===== src/rtl/qea_state_reader.sv =====
`timescale 1ns/1ps
// Sweeps the QEA state RAM after completion and streams one amplitude per handshake; QEA_RDR_CLEAR_EN adds write-back of |0>.
// First amplitude RD_LATENCY+2 cycles after start; output data/idx/last hold while valid is stalled by i_amp_ready.
module qea_state_reader #(
    parameter int PE_NUM_WIDTH     = 2,
    parameter int PE_NUM           = 4,
    parameter int STATE_DATA_WIDTH = 64,
    parameter int STATE_ADDR_WIDTH = 16,
    parameter int MAX_QBIT_WIDTH   = 6,
    parameter int RD_LATENCY       = 1
) (
    input  logic                                     clk,
    input  logic                                     rst_n,
    input  logic                                     i_start,
    input  logic [MAX_QBIT_WIDTH-1:0]                i_qbit_num,
    output logic                                     o_state_ena,
    output logic                                     o_state_wea,
    output logic [STATE_ADDR_WIDTH-1:0]              o_state_addra,
    output logic [PE_NUM*STATE_DATA_WIDTH-1:0]       o_state_dina,
    input  logic [PE_NUM*STATE_DATA_WIDTH-1:0]       i_state_dout,
    output logic                                     o_amp_valid,
    input  logic                                     i_amp_ready,
    output logic [STATE_DATA_WIDTH-1:0]              o_amp_data,
    output logic [STATE_ADDR_WIDTH+PE_NUM_WIDTH-1:0] o_amp_idx,
    output logic                                     o_amp_last,
    output logic                                     o_busy,
    output logic                                     o_done,
    output logic                                     o_err
);

    localparam int WORD_W = PE_NUM * STATE_DATA_WIDTH;
    localparam int IDX_W  = STATE_ADDR_WIDTH + PE_NUM_WIDTH;
    localparam int CNT_W  = (RD_LATENCY > 1) ? $clog2(RD_LATENCY) : 1;
    localparam logic [MAX_QBIT_WIDTH-1:0]   Q_MAX    = MAX_QBIT_WIDTH'(IDX_W);
    localparam logic [MAX_QBIT_WIDTH-1:0]   Q_PW     = MAX_QBIT_WIDTH'(PE_NUM_WIDTH);
    localparam logic [STATE_ADDR_WIDTH-1:0] ALL_A    = {STATE_ADDR_WIDTH{1'b1}};
    localparam logic [PE_NUM_WIDTH-1:0]     ALL_L    = {PE_NUM_WIDTH{1'b1}};
    localparam logic [CNT_W-1:0]            CNT_LAST = CNT_W'(RD_LATENCY - 1);

    typedef enum logic [1:0] {
        S_IDLE,
        S_READ,
        S_WAIT,
        S_STREAM
    } state_t;

    state_t                      r_state;
    state_t                      w_next;
    logic [STATE_ADDR_WIDTH-1:0] r_addr;
    logic [STATE_ADDR_WIDTH-1:0] r_last_addr;
    logic [PE_NUM_WIDTH-1:0]     r_lane;
    logic [PE_NUM_WIDTH-1:0]     r_last_lane;
    logic [CNT_W-1:0]            r_cnt;
    logic [WORD_W-1:0]           r_buf;
    logic                        r_done;
    logic                        r_err;
`ifdef QEA_RDR_CLEAR_EN
    logic                        r_first;
`endif

    logic                        w_q_ok;
    logic [STATE_ADDR_WIDTH-1:0] w_start_last_addr;
    logic [PE_NUM_WIDTH-1:0]     w_start_last_lane;
    logic                        w_hs;
    logic                        w_lane_end;
    logic                        w_word_end;
    logic                        w_wait_end;
    logic [STATE_DATA_WIDTH-1:0] w_lanes [PE_NUM];

    // Sweep extent from the qubit count: shifting all-ones past the width yields the full mask at max q.
    always_comb begin
        w_q_ok            = (i_qbit_num <= Q_MAX);
        w_start_last_addr = '0;
        w_start_last_lane = '0;
        if (i_qbit_num >= Q_PW) begin
            w_start_last_addr = ~(ALL_A << (i_qbit_num - Q_PW));
            w_start_last_lane = ALL_L;
        end else begin
            w_start_last_lane = ~(ALL_L << i_qbit_num);
        end
    end

    always_comb begin
        for (int i = 0; i < PE_NUM; i++) begin
            w_lanes[i] = r_buf[(PE_NUM-1-i)*STATE_DATA_WIDTH +: STATE_DATA_WIDTH];
        end
    end

    assign w_hs       = (r_state == S_STREAM) && i_amp_ready;
    assign w_lane_end = (r_lane == r_last_lane);
    assign w_word_end = (r_addr == r_last_addr);
    assign w_wait_end = (r_cnt == CNT_LAST);

    always_ff @(posedge clk) begin
        if (!rst_n) begin
            r_state <= S_IDLE;
        end else begin
            r_state <= w_next;
        end
    end

    always_comb begin
        w_next        = r_state;
        o_amp_valid   = 1'b0;
        o_amp_data    = '0;
        o_amp_idx     = '0;
        o_amp_last    = 1'b0;
        o_state_ena   = 1'b0;
        o_state_wea   = 1'b0;
        o_state_addra = '0;
        o_state_dina  = '0;
        case (r_state)
            S_IDLE: begin
                if (i_start && w_q_ok) w_next = S_READ;
            end
            S_READ: begin
                o_state_ena   = 1'b1;
                o_state_addra = r_addr;
                w_next        = S_WAIT;
            end
            S_WAIT: begin
                if (w_wait_end) w_next = S_STREAM;
            end
            S_STREAM: begin
                o_amp_valid = 1'b1;
                o_amp_data  = w_lanes[r_lane];
                o_amp_idx   = {r_addr, r_lane};
                o_amp_last  = w_lane_end && w_word_end;
                if (w_hs && w_lane_end) w_next = w_word_end ? S_IDLE : S_READ;
`ifdef QEA_RDR_CLEAR_EN
                // Word is already in r_buf, so it can be overwritten with the |0> init state.
                if (r_first) begin
                    o_state_ena   = 1'b1;
                    o_state_wea   = 1'b1;
                    o_state_addra = r_addr;
                    if (r_addr == '0) begin
                        o_state_dina[WORD_W-1 -: STATE_DATA_WIDTH] =
                            {2'b01, {(STATE_DATA_WIDTH-2){1'b0}}};
                    end
                end
`endif
            end
            default: w_next = S_IDLE;
        endcase
    end

    always_ff @(posedge clk) begin
        if (!rst_n) begin
            r_addr      <= '0;
            r_last_addr <= '0;
            r_lane      <= '0;
            r_last_lane <= '0;
            r_cnt       <= '0;
            r_buf       <= '0;
            r_done      <= 1'b0;
            r_err       <= 1'b0;
`ifdef QEA_RDR_CLEAR_EN
            r_first     <= 1'b0;
`endif
        end else begin
            r_done <= 1'b0;
            r_err  <= 1'b0;
            case (r_state)
                S_IDLE: begin
                    if (i_start) begin
                        if (w_q_ok) begin
                            r_addr      <= '0;
                            r_lane      <= '0;
                            r_last_addr <= w_start_last_addr;
                            r_last_lane <= w_start_last_lane;
                        end else begin
                            r_err <= 1'b1;
                        end
                    end
                end
                S_READ: begin
                    r_cnt <= '0;
                end
                S_WAIT: begin
                    if (w_wait_end) begin
                        r_buf <= i_state_dout;
`ifdef QEA_RDR_CLEAR_EN
                        r_first <= 1'b1;
`endif
                    end else begin
                        r_cnt <= r_cnt + CNT_W'(1);
                    end
                end
                S_STREAM: begin
`ifdef QEA_RDR_CLEAR_EN
                    r_first <= 1'b0;
`endif
                    if (w_hs) begin
                        if (w_lane_end) begin
                            r_lane <= '0;
                            if (w_word_end) r_done <= 1'b1;
                            else            r_addr <= r_addr + STATE_ADDR_WIDTH'(1);
                        end else begin
                            r_lane <= r_lane + PE_NUM_WIDTH'(1);
                        end
                    end
                end
                default: ;
            endcase
        end
    end

    assign o_busy = (r_state != S_IDLE);
    assign o_done = r_done;
    assign o_err  = r_err;

endmodule


===== config.mk =====
export PLATFORM = sky130hd
export DESIGN_NAME = qea_state_reader
export DESIGN_NICKNAME = d
export VERILOG_FILES = /design/src/rtl/qea_state_reader.sv
export SDC_FILE = /design/constraint.sdc
export NUM_CORES = 1
export LEC_CHECK = 0
export ABC_CLOCK_PERIOD_IN_PS = 4700
export CAP_MARGIN = 10
export CORE_AREA = 2 2 246 248
export CTS_CLUSTER_SIZE = 25
export DETAILED_ROUTE_END_ITERATION = 16
export DIE_AREA = 0 0 248 250
export HOLD_SLACK_MARGIN = 0.06
export PLACE_DENSITY_LB_ADDON = 0.15
export SLEW_MARGIN = 20
export SYNTH_ARGS = -nofsm -noshare
export SYNTH_HDL_FRONTEND = slang
export SYNTH_SLANG_ARGS = --single-unit
export TNS_END_PERCENT = 50

===== constraint.sdc =====
create_clock -name clk -period 4.7 [get_ports clk]
set_input_delay 0.94 -clock clk [delete_from_list [all_inputs] [get_ports clk]]
set_output_delay 0.94 -clock clk [all_outputs]
set_load 0.005 [all_outputs]

==> results.sh <==
export IMPL_antenna_found_initial=19
export IMPL_crit_slowest_cell="dfxtp_4"
export IMPL_cp_end_kind="output port"
export IMPL_final_cells=2696
export IMPL_r2r_start="r_lane[1]$_SDFFE_PN0P_"
export IMPL_maxSlewHeadroom_pct=40.5
export IMPL_grt_usage_pct=14.8
export IMPL_worst_pin_slew_ns=0.892
export IMPL_rows=90
export IMPL_fin_total_pwr_mw=7.87
export IMPL_rrSetupSlack_ns=2.08
export IMPL_wl_per_cell_um=17.5
export IMPL_ir_drop_mv=0.283
export IMPL_wl_mm=47.1
export IMPL_synthDominantCellAreaShare_pct=38.8
export IMPL_maxCapViolCount=0
export IMPL_rr_worst_depth=6
export IMPL_cp_cell_sequence="buf_12 -> mux4_2 -> and2_1 -> clkdlybuf4s50_1"
export IMPL_cts_tree="built"
export IMPL_cpPeakStageDelay_ns=0.78
export IMPL_post_route_period_util_pct=81.0
export IMPL_synth_top_area_cell="dfxtp_1"
export IMPL_p_leak_nw=7.28
export IMPL_skew_ns=0.0204
export IMPL_clkSinkCount=296
export IMPL_cts_buffers=38
export IMPL_hold_path_startpoint="r_last_addr[5]$_SDFFE_PN0P_"
export IMPL_cp_required_ns=3.76
export IMPL_start_util_pct=25.6
export IMPL_dieWidth_um=248
export IMPL_post_cts_buffers=0
export IMPL_layout_drive_gt1_share_pct=7.97
export IMPL_grt_pass1_vias=11000
export IMPL_slew_viol_final=0
export IMPL_postLayoutCoreUtil_pct=33.8
export IMPL_cts_clk_slew_worst_paths_ns=0.06
export IMPL_drcViolationCount=0
export IMPL_synth_area_leaders="dfxtp_1, mux2i_1, buf_4, mux4_2, nor2_1"
export IMPL_cts_htree_levels=2
export IMPL_path_buf_inv=2
export IMPL_period_minus_slack_ns=3.81
export IMPL_synth_flop_cell="dfxtp_1"
export IMPL_synth_seq_cells=296
export IMPL_finalSetupViolCount=0
export IMPL_vias_per_cell=4.20
export IMPL_grt_max_degree=120
export IMPL_numPlacedInstances=2622
export IMPL_finalHoldViolCount=0
export IMPL_final_common_cell="clkdlybuf4s50_1"
export IMPL_grt_overflow=0
export IMPL_post_cts_resized=0
export IMPL_crit_fanout=27
export IMPL_worstSkewPairLatency_ns=0.55
export IMPL_yosysSeqAreaShare_pct=38.8
export IMPL_ant_nets=0
export IMPL_netSwitchingFraction_pct=28.3
export IMPL_layout_common_cells="clkdlybuf4s50_1, dfxtp_1, nor2_1, mux2i_1, conb_1"
export IMPL_status="finished clean"
export IMPL_seqPwrFrac_pct=38.5
export IMPL_hpwlAfterDp_mm=33.5
export IMPL_hold_path_class="reg -> reg"
export IMPL_syn_inst=1555
export IMPL_start_kind="register"
export IMPL_netSwitchingPower_mw=2.23
export IMPL_ios=627
export IMPL_grt_pass1_wl_mm=69.0
export IMPL_finalSetupTns_ns=0
export IMPL_ctsLongestPathBuffers=3
export IMPL_root_buffer="clkbuf_16"
export IMPL_hold_path_end="r_last_addr[5]$_SDFFE_PN0P_"
export IMPL_dr_pass1_iters=5
export IMPL_pwr_share_comb_pct=23.2
export IMPL_dieArea_um2=62000
export IMPL_grt_setup_unrepaired="no"
export IMPL_p_clk_share_pct=38.3
export IMPL_yosysWarningCount=0
export IMPL_gp_congestion=0.808
export IMPL_coreArea_um2=59600
export IMPL_async_flop_share_pct=0
export IMPL_dieHeight_um=250
export IMPL_fin_area_um2=20200
export IMPL_whs_path_depth=2
export IMPL_crit_arrival_ns=2.87
export IMPL_p_int_mw=5.64
export IMPL_critical_path_class="reg -> out"
export IMPL_postPlaceCellArea_um2=18800
export IMPL_fmax_mhz=263
export IMPL_num_vias=11300
export IMPL_nNetsFinal=2153
export IMPL_powerDensity_nw_per_um2=390
export IMPL_postSynthAreaPerCell_um2=9.82
export IMPL_cts_hold_buf=0
export IMPL_synthToLayoutAreaGrowth_pct=32.0
export IMPL_portBuffers=369
export IMPL_syn_area_um2=15300
export IMPL_dr_first_iter_drc_count=432
export IMPL_timing_rr_end="r_addr[14]$_SDFFE_PN0P_"
export IMPL_crit_family="buffers and inverters"
export IMPL_yosysUniqueCellTypes=49
export IMPL_synth_edf_count=0
power by group through the flow:
stage	combinational, mW	clock [mW]	sequential, mW
3_5_place_dp	1.84	0	3.08
2_1_floorplan	1.47	0	3.01
3_3_place_gp	1.82	0	3.08
5_1_grt	2.01	3.23	3.07
4_1_cts	1.85	3.12	3.03
6_report	1.83	3.01	3.03
cell type report:
cell class	count	area, um^2
diodes	6	15.0
clock buffers	56	1110
clock inverters	12	183
fillers	6136	39400
inverters	14	60.1
multi-input cells	1145	7960
flip-flops and latches	296	5930
well taps	782	978
repair buffers	385	3910
tightest hold or removal path, cell delays in order, from the launching register on:
cell     delay, ns
dfxtp_1       0.32
nand2_1       0.06
a21oi_1       0.05
logic make-up after synthesis:
logic type	Yosys count	share of synthesized area, %
AOI/OAI and AO/OA	82	3.79
muxes	321	26.3
adders and majority gates	7	0.574
buffers and inverters	370	15.5
other	1	0.0246
DFF	296	38.8
and+or+nand+nor	451	13.5
xor gates and xnor gates	27	1.55
synth_stat cells, types with 5 or more instances:
master      n
and2_1    101
mux4_2     64
nor2_1    278
a21oi_1    25
o21a_1      5
mux2i_1   257
xnor2_1    27
and3_1      7
inv_1      13
ha_1        7
dfxtp_1   296
nand4_1     7
nand3_1    10
nor3_1      5
buf_2       5
o21ai_0    16
nand2b_1    5
clkbuf_1   66
buf_4     257
buf_1      27
nand2_1    26
worst max path at each step:
stage                                start                      endpoint  cells past startpoint
finish              r_lane[1]$_SDFFE_PN0P_                o_amp_data[59]                      4
global route        r_lane[1]$_SDFFE_PN0P_                o_amp_data[59]                      4
CTS                 r_lane[1]$_SDFFE_PN0P_                o_amp_data[59]                      4
detailed placement           i_qbit_num[1]  r_last_addr[10]$_SDFFE_PN0P_                      8
global placement             i_qbit_num[1]       r_addr[12]$_SDFFE_PN0P_                      7
floorplan           r_lane[1]$_SDFFE_PN0P_                o_amp_data[37]                      5
registers in the layout (all words and copies together), names as in the netlist:
signal       flops
r_last_addr     16
r_last_lane      2
r_buf          256
r_addr          16
r_lane           2
r_state          2
o_err            1
o_done           1
per-stage QoR:
| step | worst slack, ns | hold WS [ns] |
|---|---|---|
| after detailed placement | 1.29 | 0.468 |
| after global routing | 0.654 | 0.492 |
| after CTS | 0.763 | 0.475 |
| final | 0.892 | 0.471 |
| after floorplan | 2.05 | 0.444 |
| after global placement | 1.25 | 0.462 |
metal layers:
metal | wire length [um] | GRT usage [%] | up-vias
li1 | - | - | 5405
met1 | 18800 | 17.3 | 5420
met2 | 23300 | 25.2 | 381
met3 | 3780 | 5.24 | 86
met4 | 1020 | 4.00 | 22
met5 | 140 | 0 | -
(Power assumes the default switching activity.)
